===== config.mk =====
export PLATFORM = sky130hd
export DESIGN_NAME = sid_voice_mixer
export DESIGN_NICKNAME = d
export VERILOG_FILES = /design/src/rtl/sid_voice_mixer.sv
export SDC_FILE = /design/constraint.sdc
export NUM_CORES = 1
export LEC_CHECK = 0
export BUFFER_PORTS_ARGS = -buffer_cell sky130_fd_sc_hd__clkbuf_2
export CORE_ASPECT_RATIO = 1.25
export CORE_MARGIN = 2
export CORE_UTILIZATION = 38
export CTS_CLUSTER_SIZE = 10
export DETAILED_ROUTE_END_ITERATION = 10
export GPL_TIMING_DRIVEN = 0
export PLACE_DENSITY = 0.65
export SLEW_MARGIN = 20
export SYNTH_ARGS = -nofsm -noshare
export SYNTH_HDL_FRONTEND = slang
export SYNTH_SLANG_ARGS = --single-unit

===== constraint.sdc =====
create_clock -name clock_i -period 10.9 [get_ports clock_i]
set_input_delay 1.09 -clock clock_i [delete_from_list [all_inputs] [get_ports clock_i]]
set_output_delay 1.09 -clock clock_i [all_outputs]
set_load 0.01 [all_outputs]

===== src/rtl/sid_voice_mixer.sv =====
// ============================================================================
// Module   : sid_voice_mixer
// Purpose  : Converts three unsigned waveform samples to signed form, scales
//            each one by its envelope level and sums the products onto a
//            filter-input bus and a direct (bypass) bus. A single shift-add
//            multiplier is shared by the three voices, one envelope bit per
//            clock.
// Revision : 1.0 - initial release
// ============================================================================
`default_nettype none

module sid_voice_mixer #(
  parameter int WAVE_W = 12,
  parameter int ENV_W  = 8,
  parameter int SUM_W  = 22
) (
  input  logic               clock_i,
  input  logic               reset_i,
  input  logic               ce_1m_i,
  input  logic [WAVE_W-1:0]  wave0_i,
  input  logic [WAVE_W-1:0]  wave1_i,
  input  logic [WAVE_W-1:0]  wave2_i,
  input  logic [ENV_W-1:0]   env0_i,
  input  logic [ENV_W-1:0]   env1_i,
  input  logic [ENV_W-1:0]   env2_i,
  input  logic [2:0]         filt_en_i,
  input  logic               voice3off_i,
  output logic [SUM_W-1:0]   filt_out_o,
  output logic [SUM_W-1:0]   direct_out_o,
  output logic               out_valid_o,
  output logic               busy_o,
  output logic               overrun_o
);

  localparam int PROD_W = WAVE_W + ENV_W;
  localparam int BIT_W  = (ENV_W > 1) ? $clog2(ENV_W) : 1;
  localparam logic [BIT_W-1:0] LAST_BIT = BIT_W'(ENV_W - 1);

  typedef enum logic [1:0] {
    S_IDLE = 2'd0,
    S_MUL  = 2'd1,
    S_ACC  = 2'd2,
    S_DONE = 2'd3
  } state_t;

  state_t                     state_q, state_d;
  logic [1:0]                 voice_q, voice_d;
  logic [BIT_W-1:0]           bit_q, bit_d;
  logic [WAVE_W-1:0]          wave0_q, wave1_q, wave2_q, wave0_d, wave1_d, wave2_d;
  logic [ENV_W-1:0]           env0_q, env1_q, env2_q, env0_d, env1_d, env2_d;
  logic [2:0]                 filt_en_q, filt_en_d;
  logic                       v3off_q, v3off_d;
  logic signed [PROD_W-1:0]   prod_q, prod_d;
  logic signed [SUM_W-1:0]    facc_q, facc_d, dacc_q, dacc_d;
  logic [SUM_W-1:0]           filt_out_q, filt_out_d, direct_out_q, direct_out_d;
  logic                       out_valid_q, out_valid_d;
  logic                       busy_q, busy_d;
  logic                       overrun_q, overrun_d;

  logic [WAVE_W-1:0]          sel_wave;
  logic [ENV_W-1:0]           sel_env;
  logic                       sel_routed;
  logic signed [WAVE_W-1:0]   sw;
  logic signed [PROD_W-1:0]   sw_ext;
  logic signed [PROD_W-1:0]   term;
  logic signed [SUM_W-1:0]    prod_ext;

  // Pick the latched operands of the voice currently in the multiplier.
  always_comb begin
    sel_wave   = wave2_q;
    sel_env    = env2_q;
    sel_routed = filt_en_q[2];
    case (voice_q)
      2'd0: begin
        sel_wave   = wave0_q;
        sel_env    = env0_q;
        sel_routed = filt_en_q[0];
      end
      2'd1: begin
        sel_wave   = wave1_q;
        sel_env    = env1_q;
        sel_routed = filt_en_q[1];
      end
      default: ;
    endcase
  end

  // Offset-binary to two's complement (flip the MSB), then one partial product.
  assign sw       = {~sel_wave[WAVE_W-1], sel_wave[WAVE_W-2:0]};
  assign sw_ext   = {{ENV_W{sw[WAVE_W-1]}}, sw};
  assign term     = sel_env[bit_q] ? (sw_ext <<< bit_q) : '0;
  assign prod_ext = {{(SUM_W-PROD_W){prod_q[PROD_W-1]}}, prod_q};

  // Sequencer: next state plus all datapath next values.
  always_comb begin
    state_d      = state_q;
    voice_d      = voice_q;
    bit_d        = bit_q;
    wave0_d      = wave0_q;
    wave1_d      = wave1_q;
    wave2_d      = wave2_q;
    env0_d       = env0_q;
    env1_d       = env1_q;
    env2_d       = env2_q;
    filt_en_d    = filt_en_q;
    v3off_d      = v3off_q;
    prod_d       = prod_q;
    facc_d       = facc_q;
    dacc_d       = dacc_q;
    filt_out_d   = filt_out_q;
    direct_out_d = direct_out_q;
    out_valid_d  = 1'b0;
    busy_d       = busy_q;
    // A strobe in any non-idle state (including DONE) is dropped and flagged.
    overrun_d    = overrun_q | (ce_1m_i & (state_q != S_IDLE));

    case (state_q)
      S_IDLE: begin
        if (ce_1m_i) begin
          wave0_d   = wave0_i;
          wave1_d   = wave1_i;
          wave2_d   = wave2_i;
          env0_d    = env0_i;
          env1_d    = env1_i;
          env2_d    = env2_i;
          filt_en_d = filt_en_i;
          v3off_d   = voice3off_i;
          facc_d    = '0;
          dacc_d    = '0;
          prod_d    = '0;
          voice_d   = 2'd0;
          bit_d     = '0;
          busy_d    = 1'b1;
          state_d   = S_MUL;
        end
      end
      S_MUL: begin
        // Bit 0 starts a fresh product for this voice.
        prod_d = ((bit_q == '0) ? '0 : prod_q) + term;
        if (bit_q == LAST_BIT) begin
          state_d = S_ACC;
        end else begin
          bit_d = bit_q + 1'b1;
        end
      end
      S_ACC: begin
        if (sel_routed) begin
          facc_d = facc_q + prod_ext;
        end else if (!((voice_q == 2'd2) && v3off_q)) begin
          dacc_d = dacc_q + prod_ext;
        end
        bit_d = '0;
        if (voice_q == 2'd2) begin
          state_d = S_DONE;
        end else begin
          voice_d = voice_q + 2'd1;
          state_d = S_MUL;
        end
      end
      S_DONE: begin
        filt_out_d   = facc_q;
        direct_out_d = dacc_q;
        out_valid_d  = 1'b1;
        busy_d       = 1'b0;
        state_d      = S_IDLE;
      end
      default: state_d = S_IDLE;
    endcase
  end

  // State and datapath registers with synchronous reset.
  always_ff @(posedge clock_i) begin
    if (reset_i) begin
      state_q      <= S_IDLE;
      voice_q      <= '0;
      bit_q        <= '0;
      wave0_q      <= '0;
      wave1_q      <= '0;
      wave2_q      <= '0;
      env0_q       <= '0;
      env1_q       <= '0;
      env2_q       <= '0;
      filt_en_q    <= '0;
      v3off_q      <= 1'b0;
      prod_q       <= '0;
      facc_q       <= '0;
      dacc_q       <= '0;
      filt_out_q   <= '0;
      direct_out_q <= '0;
      out_valid_q  <= 1'b0;
      busy_q       <= 1'b0;
      overrun_q    <= 1'b0;
    end else begin
      state_q      <= state_d;
      voice_q      <= voice_d;
      bit_q        <= bit_d;
      wave0_q      <= wave0_d;
      wave1_q      <= wave1_d;
      wave2_q      <= wave2_d;
      env0_q       <= env0_d;
      env1_q       <= env1_d;
      env2_q       <= env2_d;
      filt_en_q    <= filt_en_d;
      v3off_q      <= v3off_d;
      prod_q       <= prod_d;
      facc_q       <= facc_d;
      dacc_q       <= dacc_d;
      filt_out_q   <= filt_out_d;
      direct_out_q <= direct_out_d;
      out_valid_q  <= out_valid_d;
      busy_q       <= busy_d;
      overrun_q    <= overrun_d;
    end
  end

  assign filt_out_o   = filt_out_q;
  assign direct_out_o = direct_out_q;
  assign out_valid_o  = out_valid_q;
  assign busy_o       = busy_q;
  assign overrun_o    = overrun_q;

endmodule

`default_nettype wire


==> flow_summary.html, run 1 <==
<table>
<tr><th>Metric</th><th>Value</th></tr>
<tr><th colspan="2">Worst hold path</th></tr>
<tr><td>Count of cells along the worst hold path</td><td>2</td></tr>
<tr><td>Classification of the worst-slack hold path</td><td>flop to flop</td></tr>
<tr><th colspan="2">Detailed routing</th></tr>
<tr><td>Via count</td><td>9735</td></tr>
<tr><td>Vias/cell</td><td>5.35</td></tr>
<tr><td>Detail-routed net length per standard cell</td><td>16.4 microns</td></tr>
<tr><td>Final wirelength</td><td>between 20 and 30 mm</td></tr>
<tr><td>Number of violations reported at the end of detailed-routing iteration 0</td><td>540</td></tr>
<tr><td>Iteration count of the initial detailed-routing pass</td><td>5</td></tr>
<tr><td>Detail Route Antenna Nets</td><td>0</td></tr>
<tr><td>DRC Markers</td><td>0</td></tr>
<tr><th colspan="2">Die</th></tr>
<tr><td>Initial standard-cell utilization of the core</td><td>about two fifths</td></tr>
<tr><td>Floorplan row count</td><td>66</td></tr>
<tr><td>Std-Cell Core Area</td><td>between 0.02 and 0.03 sq mm</td></tr>
<tr><td>Horizontal extent of the die</td><td>approximately 150 microns</td></tr>
<tr><td>I/O pin total</td><td>114</td></tr>
<tr><td>DIE AREA</td><td>0.0280 sq mm</td></tr>
<tr><td>Vert. Die Dim</td><td>187 microns</td></tr>
<tr><th colspan="2">Worst setup path</th></tr>
<tr><td>Signal arrival time at the worst endpoint</td><td>5.62 ns</td></tr>
<tr><td>Endpoint type of the worst setup path</td><td>flop</td></tr>
<tr><td>Logic depth of the worst setup path including buffers</td><td>18</td></tr>
<tr><td>FF-to-FF path depth</td><td>18</td></tr>
<tr><td>Cell class contributing the biggest share of worst-path delay</td><td>compound AO/OA/AOI/OAI gates</td></tr>
<tr><td>Max stage delay on crit path</td><td>0.68 ns</td></tr>
<tr><td>Maximum fanout along the worst path</td><td>10</td></tr>
<tr><td>Critical path class</td><td>flop to flop</td></tr>
<tr><td>Critical-path cell with the highest stage delay</td><td>sky130_fd_sc_hd__or4_1</td></tr>
<tr><td>Endpoint required time on the critical path</td><td>11.24 ns</td></tr>
<tr><td>Worst path cell trace</td><td>inv_1 &gt; ha_1 &gt; buf_2 &gt; nor2_1 &gt; a41oi_1 &gt; or4_1 &gt; o41a_1 &gt; clkbuf_1 &gt; a211oi_1 &gt; ha_1 &gt; a211o_1 &gt; a21oi_1 &gt; nand3b_1 &gt; o211ai_1 &gt; a21oi_1 &gt; o21a_1 &gt; or3_1 &gt; a32o_1</td></tr>
<tr><td>Critical path startpoint category</td><td>flop</td></tr>
<tr><td>Buffers and inverters on the worst path</td><td>3</td></tr>
<tr><th colspan="2">Power</th></tr>
<tr><td>Internal Pwr Total</td><td>slightly above 0.001 W</td></tr>
<tr><td>Ratio of total power to cell area</td><td>124 mW/mm^2</td></tr>
<tr><td>Proportion of power drawn by the clock network</td><td>42.6%</td></tr>
<tr><td>Worst ir drop on vdd</td><td>0.102 mV</td></tr>
<tr><td>Sequential Power Share</td><td>47.8%</td></tr>
<tr><td>Logic pwr share</td><td>9.6%</td></tr>
<tr><td>Leak</td><td>4.91 nW</td></tr>
<tr><td>Switching share of power</td><td>between 20% and 30%</td></tr>
<tr><td>Net switching power of the design</td><td>around 0.00041 W</td></tr>
<tr><th colspan="2">Logic synthesis</th></tr>
<tr><td>Synthesized instance count</td><td>1336</td></tr>
<tr><td>Cell Area, Synth</td><td>0.0101 sq mm</td></tr>
<tr><td>Mapped Nets</td><td>1473</td></tr>
<tr><td>Number of distinct library cell variants in the gate-level netlist after synthesis</td><td>64</td></tr>
<tr><td>Post-synth top area share</td><td>between 30% and 40%</td></tr>
<tr><td>Ys async rst share</td><td>0%</td></tr>
<tr><td>Most instantiated flip-flop cell in the synthesis netlist</td><td>sky130_fd_sc_hd__dfxtp_1</td></tr>
<tr><td>Number of synthesized flops with an enable pin</td><td>0</td></tr>
<tr><td>Synthesized flop and latch total</td><td>182</td></tr>
<tr><td>Mean instance size in the synthesized netlist</td><td>7.58 sq um</td></tr>
<tr><td>Area leader, netlist</td><td>sky130_fd_sc_hd__dfxtp_1</td></tr>
<tr><td>Sequential cell area fraction in the yosys report</td><td>36.0%</td></tr>
<tr><td>Count of warnings emitted by yosys</td><td>0</td></tr>
<tr><td>Biggest area contributors in the synthesized netlist</td><td>sky130_fd_sc_hd__dfxtp_1 (36%), sky130_fd_sc_hd__nand2_1 (11%), sky130_fd_sc_hd__a21oi_1 (10%), sky130_fd_sc_hd__ha_1 (8.3%), sky130_fd_sc_hd__nor2_1 (3.9%)</td></tr>
<tr><th colspan="2">GRT</th></tr>
<tr><td>Met1 Usage GRT</td><td>27.1%</td></tr>
<tr><td>Maximum number of pins on one net before global-route repair</td><td>20</td></tr>
<tr><td>Global-route wire length before repair</td><td>around 48 mm</td></tr>
<tr><td>Number of global-route vias before repair</td><td>9309</td></tr>
<tr><td>GRT Max-Usage Layer</td><td>met2</td></tr>
<tr><td>Initial antenna violation count</td><td>0</td></tr>
<tr><td>Total global routing track utilization</td><td>21.7%</td></tr>
<tr><td>GR met2 Demand/Resource</td><td>36.1%</td></tr>
<tr><td>Gr ovfl total</td><td>0</td></tr>
<tr><td>Global-route met3 utilization</td><td>3.33%</td></tr>
<tr><th colspan="2">Clocking</th></tr>
<tr><td>Clock slew at the register clock pins of the worst setup and hold paths</td><td>about 0.080 ns</td></tr>
<tr><td>Worst-Skew Late Latency</td><td>0.44 ns</td></tr>
<tr><td>Clock tree from TritonCTS</td><td>built</td></tr>
<tr><td>PostCTS Resize Cnt</td><td>0</td></tr>
<tr><td>CTS buffer count</td><td>17</td></tr>
<tr><td>Post-CTS repair timing setup buffer count</td><td>0</td></tr>
<tr><td>CTS Root Cell</td><td>sky130_fd_sc_hd__clkbuf_16</td></tr>
<tr><td>CTS Buffer Depth</td><td>2</td></tr>
<tr><td>Sinks on the clock net</td><td>182</td></tr>
<tr><td>Htree depth</td><td>4</td></tr>
<tr><td>Hold bufs inserted after CTS</td><td>0</td></tr>
<tr><th colspan="2">Place</th></tr>
<tr><td>Detailed placer's ending HPWL</td><td>around 23 mm</td></tr>
<tr><td>Port-buffer cells</td><td>113</td></tr>
<tr><td>Placer's final routability congestion estimate</td><td>0.905</td></tr>
<tr><td>Placed insts</td><td>1789</td></tr>
<tr><th colspan="2">Timing</th></tr>
<tr><td>Number of max-slew violations in the final report</td><td>0</td></tr>
<tr><td>RSZ-0062 raised after global routing</td><td>false</td></tr>
<tr><td>Slew at the pin with the worst max-slew slack</td><td>approximately 1.1 ns</td></tr>
<tr><td>Final TNS setup</td><td>0 ns</td></tr>
<tr><td>Endpoints failing hold</td><td>0</td></tr>
<tr><td>Number of failing setup endpoints in the final timing report</td><td>0</td></tr>
<tr><td>Final cycle utilization of the critical path</td><td>48.4%</td></tr>
<tr><td>Highest achievable clock rate</td><td>189 MHz</td></tr>
<tr><td>Minimum clock period</td><td>~5.3 ns</td></tr>
<tr><td>Slew Limit Headroom</td><td>29.3%</td></tr>
<tr><td>Final worst clock skew</td><td>about 0.011 ns</td></tr>
<tr><th colspan="2">Outcome</th></tr>
<tr><td>Outcome</td><td>finished, final reports clean</td></tr>
<tr><th colspan="2">Finish</th></tr>
<tr><td>Area delta synth-&gt;final</td><td>15.5%</td></tr>
<tr><td>Cell Count, Final, Fillers Out</td><td>around 1800</td></tr>
<tr><td>Number of diodes added for antenna fixing</td><td>0</td></tr>
<tr><td>Layout cell share with drive strength beyond 1</td><td>11.1%</td></tr>
<tr><td>Layout Nets</td><td>1605</td></tr>
<tr><th colspan="2">Flow run</th></tr>
<tr><td>Max-Cap Viols</td><td>0</td></tr>
</table>
power by group through the flow:
stage	Sequential (W)	Clock [W]	Combinational [W]
4_1_cts	0.000692	0.000629	0.000139
5_1_grt	0.000693	0.000651	0.000156
3_3_place_gp	0.000707	0	0.000137
3_5_place_dp	0.000707	0	0.000138
6_report	0.000692	0.000615	0.000139
2_1_floorplan	0.000703	0	0.0000896
synthesized netlist by cell type, drive strengths merged (3+ instances only):
master,number
xnor2,29
a31o,3
nor2b,7
mux2,4
inv,22
dfxtp,182
nand2b,12
ha,67
a21o,21
and3,5
a22oi,25
nand2,298
mux2i,6
a311oi,3
nor2,106
nor3,17
a21oi,207
fa,3
a211oi,19
a22o,10
and2,24
buf,10
a31oi,12
a221o,5
a211o,6
o21ai,31
xor2,17
or2,3
clkbuf,66
o22ai,4
a41oi,3
o21bai,10
nand3b,5
or3,5
nand3,49
o211ai,6
or4,4
o31ai,3
o21a,11
final cells by class:
| type | count | area [sq um] |
|---|---|---|
| well taps | 340 | 425 |
| flip-flops and latches | 182 | 3640 |
| fillers | 2715 | 14400 |
| inverters | 22 | 82.6 |
| multi-input cells | 1056 | 6110 |
| clock inverters | 15 | 156 |
| clock buffers | 17 | 425 |
| plain buffers | 76 | 292 |
| repair buffers | 113 | 566 |
path summary, 6_finish.rpt:
kind	from	to	slack, ns
setup / recovery	voice_q[0]	prod_q[18]	5.62
hold / removal	filt_out_o[7]	filt_out_o[7]	0.45
setup reg to reg	voice_q[0]	prod_q[18]	5.62
hold reg to reg	filt_out_o[7]	filt_out_o[7]	0.45
worst reg2reg max path: cells and delay by family, from the launching register on:
kind	cells	cell delay (ns)
AOI/OAI and AO/OA	9	2.12
adders and majority gates	2	0.62
buffers and inverters	3	0.57
DFF	1	0.37
and+or+nand+nor	4	1.49
kinds of logic (layout without fill, tap and decap cells):
| group | Yosys count | in the layout | synth area share, % |
|---|---|---|---|
| DFF | 182 | 182 | 36.0 |
| adders and majority gates | 70 | 70 | 8.87 |
| xor gates and xnor gates | 46 | 46 | 3.98 |
| muxes | 10 | 10 | 1.04 |
| buffers and inverters | 98 | 243 | 3.69 |
| and+or+nand+nor | 540 | 540 | 22.8 |
| AOI/OAI and AO/OA | 390 | 390 | 23.7 |
sequential cells by signal, indices dropped and copies added, names as in the netlist:
name          flops
bit_q             3
busy_o            1
dacc_q           22
direct_out_o     22
env0_q            8
env1_q            8
env2_q            8
facc_q           22
filt_en_q         3
filt_out_o       22
out_valid_o       1
overrun_o         1
prod_q           20
state_q           2
v3off_q           1
voice_q           2
wave0_q          12
wave1_q          12
wave2_q          12
layer usage:
layer	wire length [microns]	vias up	share of wire, %
met5	0	-	0
met4	1380	0	4.6
met3	1470	65	4.9
met2	14100	281	47
met1	12800	4449	43
li1	-	4940	-
layout by cell type (no fill, tap or decap), types with 4 or more instances in the layout:
master                      count
sky130_fd_sc_hd__xnor2_1       29
sky130_fd_sc_hd__nand3_1       49
sky130_fd_sc_hd__o21bai_1      10
sky130_fd_sc_hd__a31oi_1       12
sky130_fd_sc_hd__inv_8          6
sky130_fd_sc_hd__a211oi_1      17
sky130_fd_sc_hd__o21a_1        11
sky130_fd_sc_hd__nand2b_1      12
sky130_fd_sc_hd__or3_1          5
sky130_fd_sc_hd__a22o_1        10
sky130_fd_sc_hd__dfxtp_1      182
sky130_fd_sc_hd__and2_1        24
sky130_fd_sc_hd__a211o_1        6
sky130_fd_sc_hd__a221o_1        5
sky130_fd_sc_hd__inv_1         20
sky130_fd_sc_hd__nor2_1       105
sky130_fd_sc_hd__mux2i_1        6
sky130_fd_sc_hd__xor2_1        17
sky130_fd_sc_hd__nor2b_1        7
sky130_fd_sc_hd__clkbuf_1      66
sky130_fd_sc_hd__a22oi_1       25
sky130_fd_sc_hd__clkbuf_16     17
sky130_fd_sc_hd__a21o_1        20
sky130_fd_sc_hd__o21ai_0       17
sky130_fd_sc_hd__a21oi_1      207
sky130_fd_sc_hd__and3_1         4
sky130_fd_sc_hd__buf_1          5
sky130_fd_sc_hd__nand2_1      298
sky130_fd_sc_hd__ha_1          67
sky130_fd_sc_hd__clkbuf_2     113
sky130_fd_sc_hd__o211ai_1       6
sky130_fd_sc_hd__nand3b_1       5
sky130_fd_sc_hd__o21ai_1       13
sky130_fd_sc_hd__buf_2          5
sky130_fd_sc_hd__or4_1          4
sky130_fd_sc_hd__nor3_1        17
metrics by stage:
stage	hold WS, ns	instance area (sq um)	setup slack, ns	total power [W]	utilization, %
after global placement	0.444	11100	5.74	0.000843	42.6
after global routing	0.477	11700	5.24	0.00150	44.8
after detailed placement	0.446	11100	5.64	0.000845	42.6
after CTS	0.457	11700	5.63	0.00146	44.8
final	0.454	11700	5.62	0.00145	44.8
after floorplan	0.433	10100	6.53	0.000793	-
(Power assumes the default switching activity.)
==> run 2, diff against run 1 <==
==> constraint.sdc (replaced) <==
create_clock -name clock_i -period 5.51 [get_ports clock_i]
set_input_delay 0.551 -clock clock_i [delete_from_list [all_inputs] [get_ports clock_i]]
set_output_delay 0.551 -clock clock_i [all_outputs]
set_load 0.01 [all_outputs]
==> run 2 against run 1 <==
Compared with the run above:
- global-route usage unchanged
- critical endpoint unchanged
- clock skew fell by 0.00065 ns
- largest power group unchanged
- cell area hardly changed
- utilization about the same
- final cell count stayed put
==> flow_summary.html, run 2 (synthesized netlist as in run 1, its figures left out) <==
<table>
<tr><th>Metric</th><th>Value</th></tr>
<tr><th colspan="2">Outcome</th></tr>
<tr><td>Outcome</td><td>finished, final reports clean</td></tr>
<tr><th colspan="2">Detailed routing</th></tr>
<tr><td>Final wirelength</td><td>29.9 mm</td></tr>
<tr><td>Detail-routed net length per standard cell</td><td>16.4 microns</td></tr>
<tr><td>Vias/cell</td><td>~5.4</td></tr>
<tr><td>Iteration count of the initial detailed-routing pass</td><td>5</td></tr>
<tr><td>Via count</td><td>just under 10000</td></tr>
<tr><td>Number of violations reported at the end of detailed-routing iteration 0</td><td>543</td></tr>
<tr><td>Detail Route Antenna Nets</td><td>0</td></tr>
<tr><td>DRC Markers</td><td>0</td></tr>
<tr><th colspan="2">Clocking</th></tr>
<tr><td>Sinks on the clock net</td><td>182</td></tr>
<tr><td>Clock tree from TritonCTS</td><td>built</td></tr>
<tr><td>Hold bufs inserted after CTS</td><td>0</td></tr>
<tr><td>CTS Root Cell</td><td>sky130_fd_sc_hd__clkbuf_16</td></tr>
<tr><td>Clock slew at the register clock pins of the worst setup and hold paths</td><td>0.08 ns</td></tr>
<tr><td>CTS Buffer Depth</td><td>2</td></tr>
<tr><td>Worst-Skew Late Latency</td><td>0.44 ns</td></tr>
<tr><td>Htree depth</td><td>4</td></tr>
<tr><td>CTS buffer count</td><td>17</td></tr>
<tr><th colspan="2">Worst setup path</th></tr>
<tr><td>Signal arrival time at the worst endpoint</td><td>5.44 ns</td></tr>
<tr><td>Critical path startpoint category</td><td>flop</td></tr>
<tr><td>Critical path class</td><td>flop to flop</td></tr>
<tr><td>CP most frequent cell</td><td>sky130_fd_sc_hd__ha_1</td></tr>
<tr><td>Worst path cell trace</td><td>inv_1 &gt; ha_1 &gt; buf_2 &gt; nand2_1 &gt; nand3_1 &gt; a41oi_1 &gt; or4_1 &gt; o41a_1 &gt; clkbuf_1 &gt; a211oi_1 &gt; ha_1 &gt; a211o_1 &gt; a21oi_2 &gt; nand3b_1 &gt; o211ai_1 &gt; a21oi_1 &gt; o21a_1 &gt; or3_1 &gt; a32o_1</td></tr>
<tr><td>Maximum fanout along the worst path</td><td>10</td></tr>
<tr><td>Max stage delay on crit path</td><td>about 0.68 ns</td></tr>
<tr><td>Endpoint required time on the critical path</td><td>5.85 ns</td></tr>
<tr><td>Start point of the critical path</td><td>voice_q[0]</td></tr>
<tr><td>Critical-path cell with the highest stage delay</td><td>sky130_fd_sc_hd__or4_1</td></tr>
<tr><td>Endpoint type of the worst setup path</td><td>flop</td></tr>
<tr><td>Worst reg2reg path startpoint</td><td>voice_q[0]</td></tr>
<tr><th colspan="2">Die</th></tr>
<tr><td>Vert. Die Dim</td><td>187 microns</td></tr>
<tr><td>Initial standard-cell utilization of the core</td><td>38.8%</td></tr>
<tr><td>I/O pin total</td><td>114</td></tr>
<tr><td>Std-Cell Core Area</td><td>approximately 0.026 sq mm</td></tr>
<tr><td>Horizontal extent of the die</td><td>150 microns</td></tr>
<tr><td>Floorplan row count</td><td>66</td></tr>
<tr><td>DIE AREA</td><td>~0.028 sq mm</td></tr>
<tr><th colspan="2">Finish</th></tr>
<tr><td>Number of diodes added for antenna fixing</td><td>0</td></tr>
<tr><td>Commonest non-fill, non-tap cell in the layout</td><td>sky130_fd_sc_hd__nand2_1</td></tr>
<tr><td>Layout cell share with drive strength beyond 1</td><td>11.2%</td></tr>
<tr><td>Combined area of the multi-input logic cells</td><td>roughly 0.0061 sq mm</td></tr>
<tr><td>Layout Nets</td><td>around 1600</td></tr>
<tr><td>Most frequent cells in the layout</td><td>sky130_fd_sc_hd__nand2_1 (298), sky130_fd_sc_hd__a21oi_1 (206), sky130_fd_sc_hd__dfxtp_1 (182)</td></tr>
<tr><td>Seq. cell area</td><td>0.00364 sq mm</td></tr>
<tr><td>Filler cells</td><td>roughly 2700</td></tr>
<tr><td>Area delta synth-&gt;final</td><td>15.6%</td></tr>
<tr><th colspan="2">Timing</th></tr>
<tr><td>Highest achievable clock rate</td><td>196 MHz</td></tr>
<tr><td>Final TNS setup</td><td>0 ns</td></tr>
<tr><td>Endpoints failing hold</td><td>0</td></tr>
<tr><td>Slew Limit Headroom</td><td>28.7%</td></tr>
<tr><td>Number of failing setup endpoints in the final timing report</td><td>0</td></tr>
<tr><td>Slew at the pin with the worst max-slew slack</td><td>between 1 and 1.5 ns</td></tr>
<tr><td>Number of max-slew violations in the final report</td><td>0</td></tr>
<tr><td>Setup slack after layout</td><td>0.411 ns</td></tr>
<tr><td>Final cycle utilization of the critical path</td><td>between 90 and 100%</td></tr>
<tr><td>RSZ-0062 raised after global routing</td><td>false</td></tr>
<tr><td>Minimum clock period</td><td>5.10 ns</td></tr>
<tr><td>Final worst clock skew</td><td>between 0.01 and 0.015 ns</td></tr>
<tr><th colspan="2">Flow run</th></tr>
<tr><td>Max-Cap Viols</td><td>0</td></tr>
<tr><th colspan="2">Place</th></tr>
<tr><td>Port-buffer cells</td><td>113</td></tr>
<tr><td>Placer's final routability congestion estimate</td><td>between 0.9 and 1</td></tr>
<tr><td>Detailed placer's ending HPWL</td><td>~23 mm</td></tr>
<tr><td>Placement Setup Slack</td><td>0.252 ns</td></tr>
<tr><th colspan="2">Power</th></tr>
<tr><td>Worst ir drop on vdd</td><td>0.201 mV</td></tr>
<tr><td>Leak</td><td>4.91 nW</td></tr>
<tr><td>Ratio of total power to cell area</td><td>244 mW/mm^2</td></tr>
<tr><th colspan="2">GRT</th></tr>
<tr><td>Number of global-route vias before repair</td><td>between 9000 and 10000</td></tr>
<tr><td>Maximum number of pins on one net before global-route repair</td><td>20</td></tr>
<tr><td>Initial antenna violation count</td><td>0</td></tr>
<tr><td>Gr ovfl total</td><td>0</td></tr>
<tr><td>Total global routing track utilization</td><td>21.7%</td></tr>
<tr><td>Global-route wire length before repair</td><td>48.3 mm</td></tr>
<tr><th colspan="2">Worst hold path</th></tr>
<tr><td>Hold path start</td><td>wave1_i[11]</td></tr>
<tr><td>Classification of the worst-slack hold path</td><td>input pin to flop</td></tr>
</table>
[run 2: worst paths after layout]
| kind | end | slack (ns) | cells past startpoint |
|---|---|---|---|
| min reg2reg | filt_out_o[12] | 0.45 | 2 |
| max reg2reg | prod_q[18] | 0.41 | 19 |
| min | wave1_q[11] | 0.32 | 3 |
| max | prod_q[18] | 0.41 | 19 |
[run 2: metrics by stage]
stage	total power [W]	area, sq um	hold WS (ns)	instances	utilization (%)
2_1_floorplan	0.00157	10100	0.433	1336	-
3_5_place_dp	0.00167	11100	0.446	1789	42.6
4_1_cts	0.00289	11700	0.299	1821	44.8
6_report	0.00286	11700	0.317	1821	44.9
5_1_grt	0.00297	11700	0.315	1821	44.9
3_3_place_gp	0.00167	11100	0.444	1789	42.6
[run 2: critical path, delay by kind of cell, from the launching register on]
| family | cells | cell delay (ns) |
|---|---|---|
| flip-flops | 1 | 0.34 |
| buffers and inverters | 3 | 0.65 |
| adder cells (fa/ha/maj) | 2 | 0.63 |
| AO/OA/AOI/OAI | 9 | 2.10 |
| AND/OR/NAND/NOR | 5 | 1.28 |
[run 2: what timing repair did]
action	in CTS	in global routing
setup buffers	0	0
gates resized for setup	0	2
endpoints found under the setup margin	0	2
[run 2: layout make-up]
class                           instances  area share, %
Multi-Input combinational cell       1056           52.2
Sequential cell                       182           31.1
Timing Repair Buffer                  113           4.83
Clock buffer                           17           3.63
Tap cell                              340           3.63
Buffer                                 76           2.49
Clock inverter                         15           1.34
Inverter                               22          0.705
[run 2: where the power goes]
part	switching, W	internal, W
clock	0.000608	0.000607
combinational	0.000183	0.0000919
sequential	0.0000216	0.00135
total	0.000813	0.00205
[run 2: routing by layer]
metal	track usage, %	vias to the layer above	part of all wire (%)
met4	10.5	0	4.5
met3	3.33	63	4.9
li1	-	4933	-
met5	0	-	0
met1	27.1	4495	43
met2	36.1	274	48
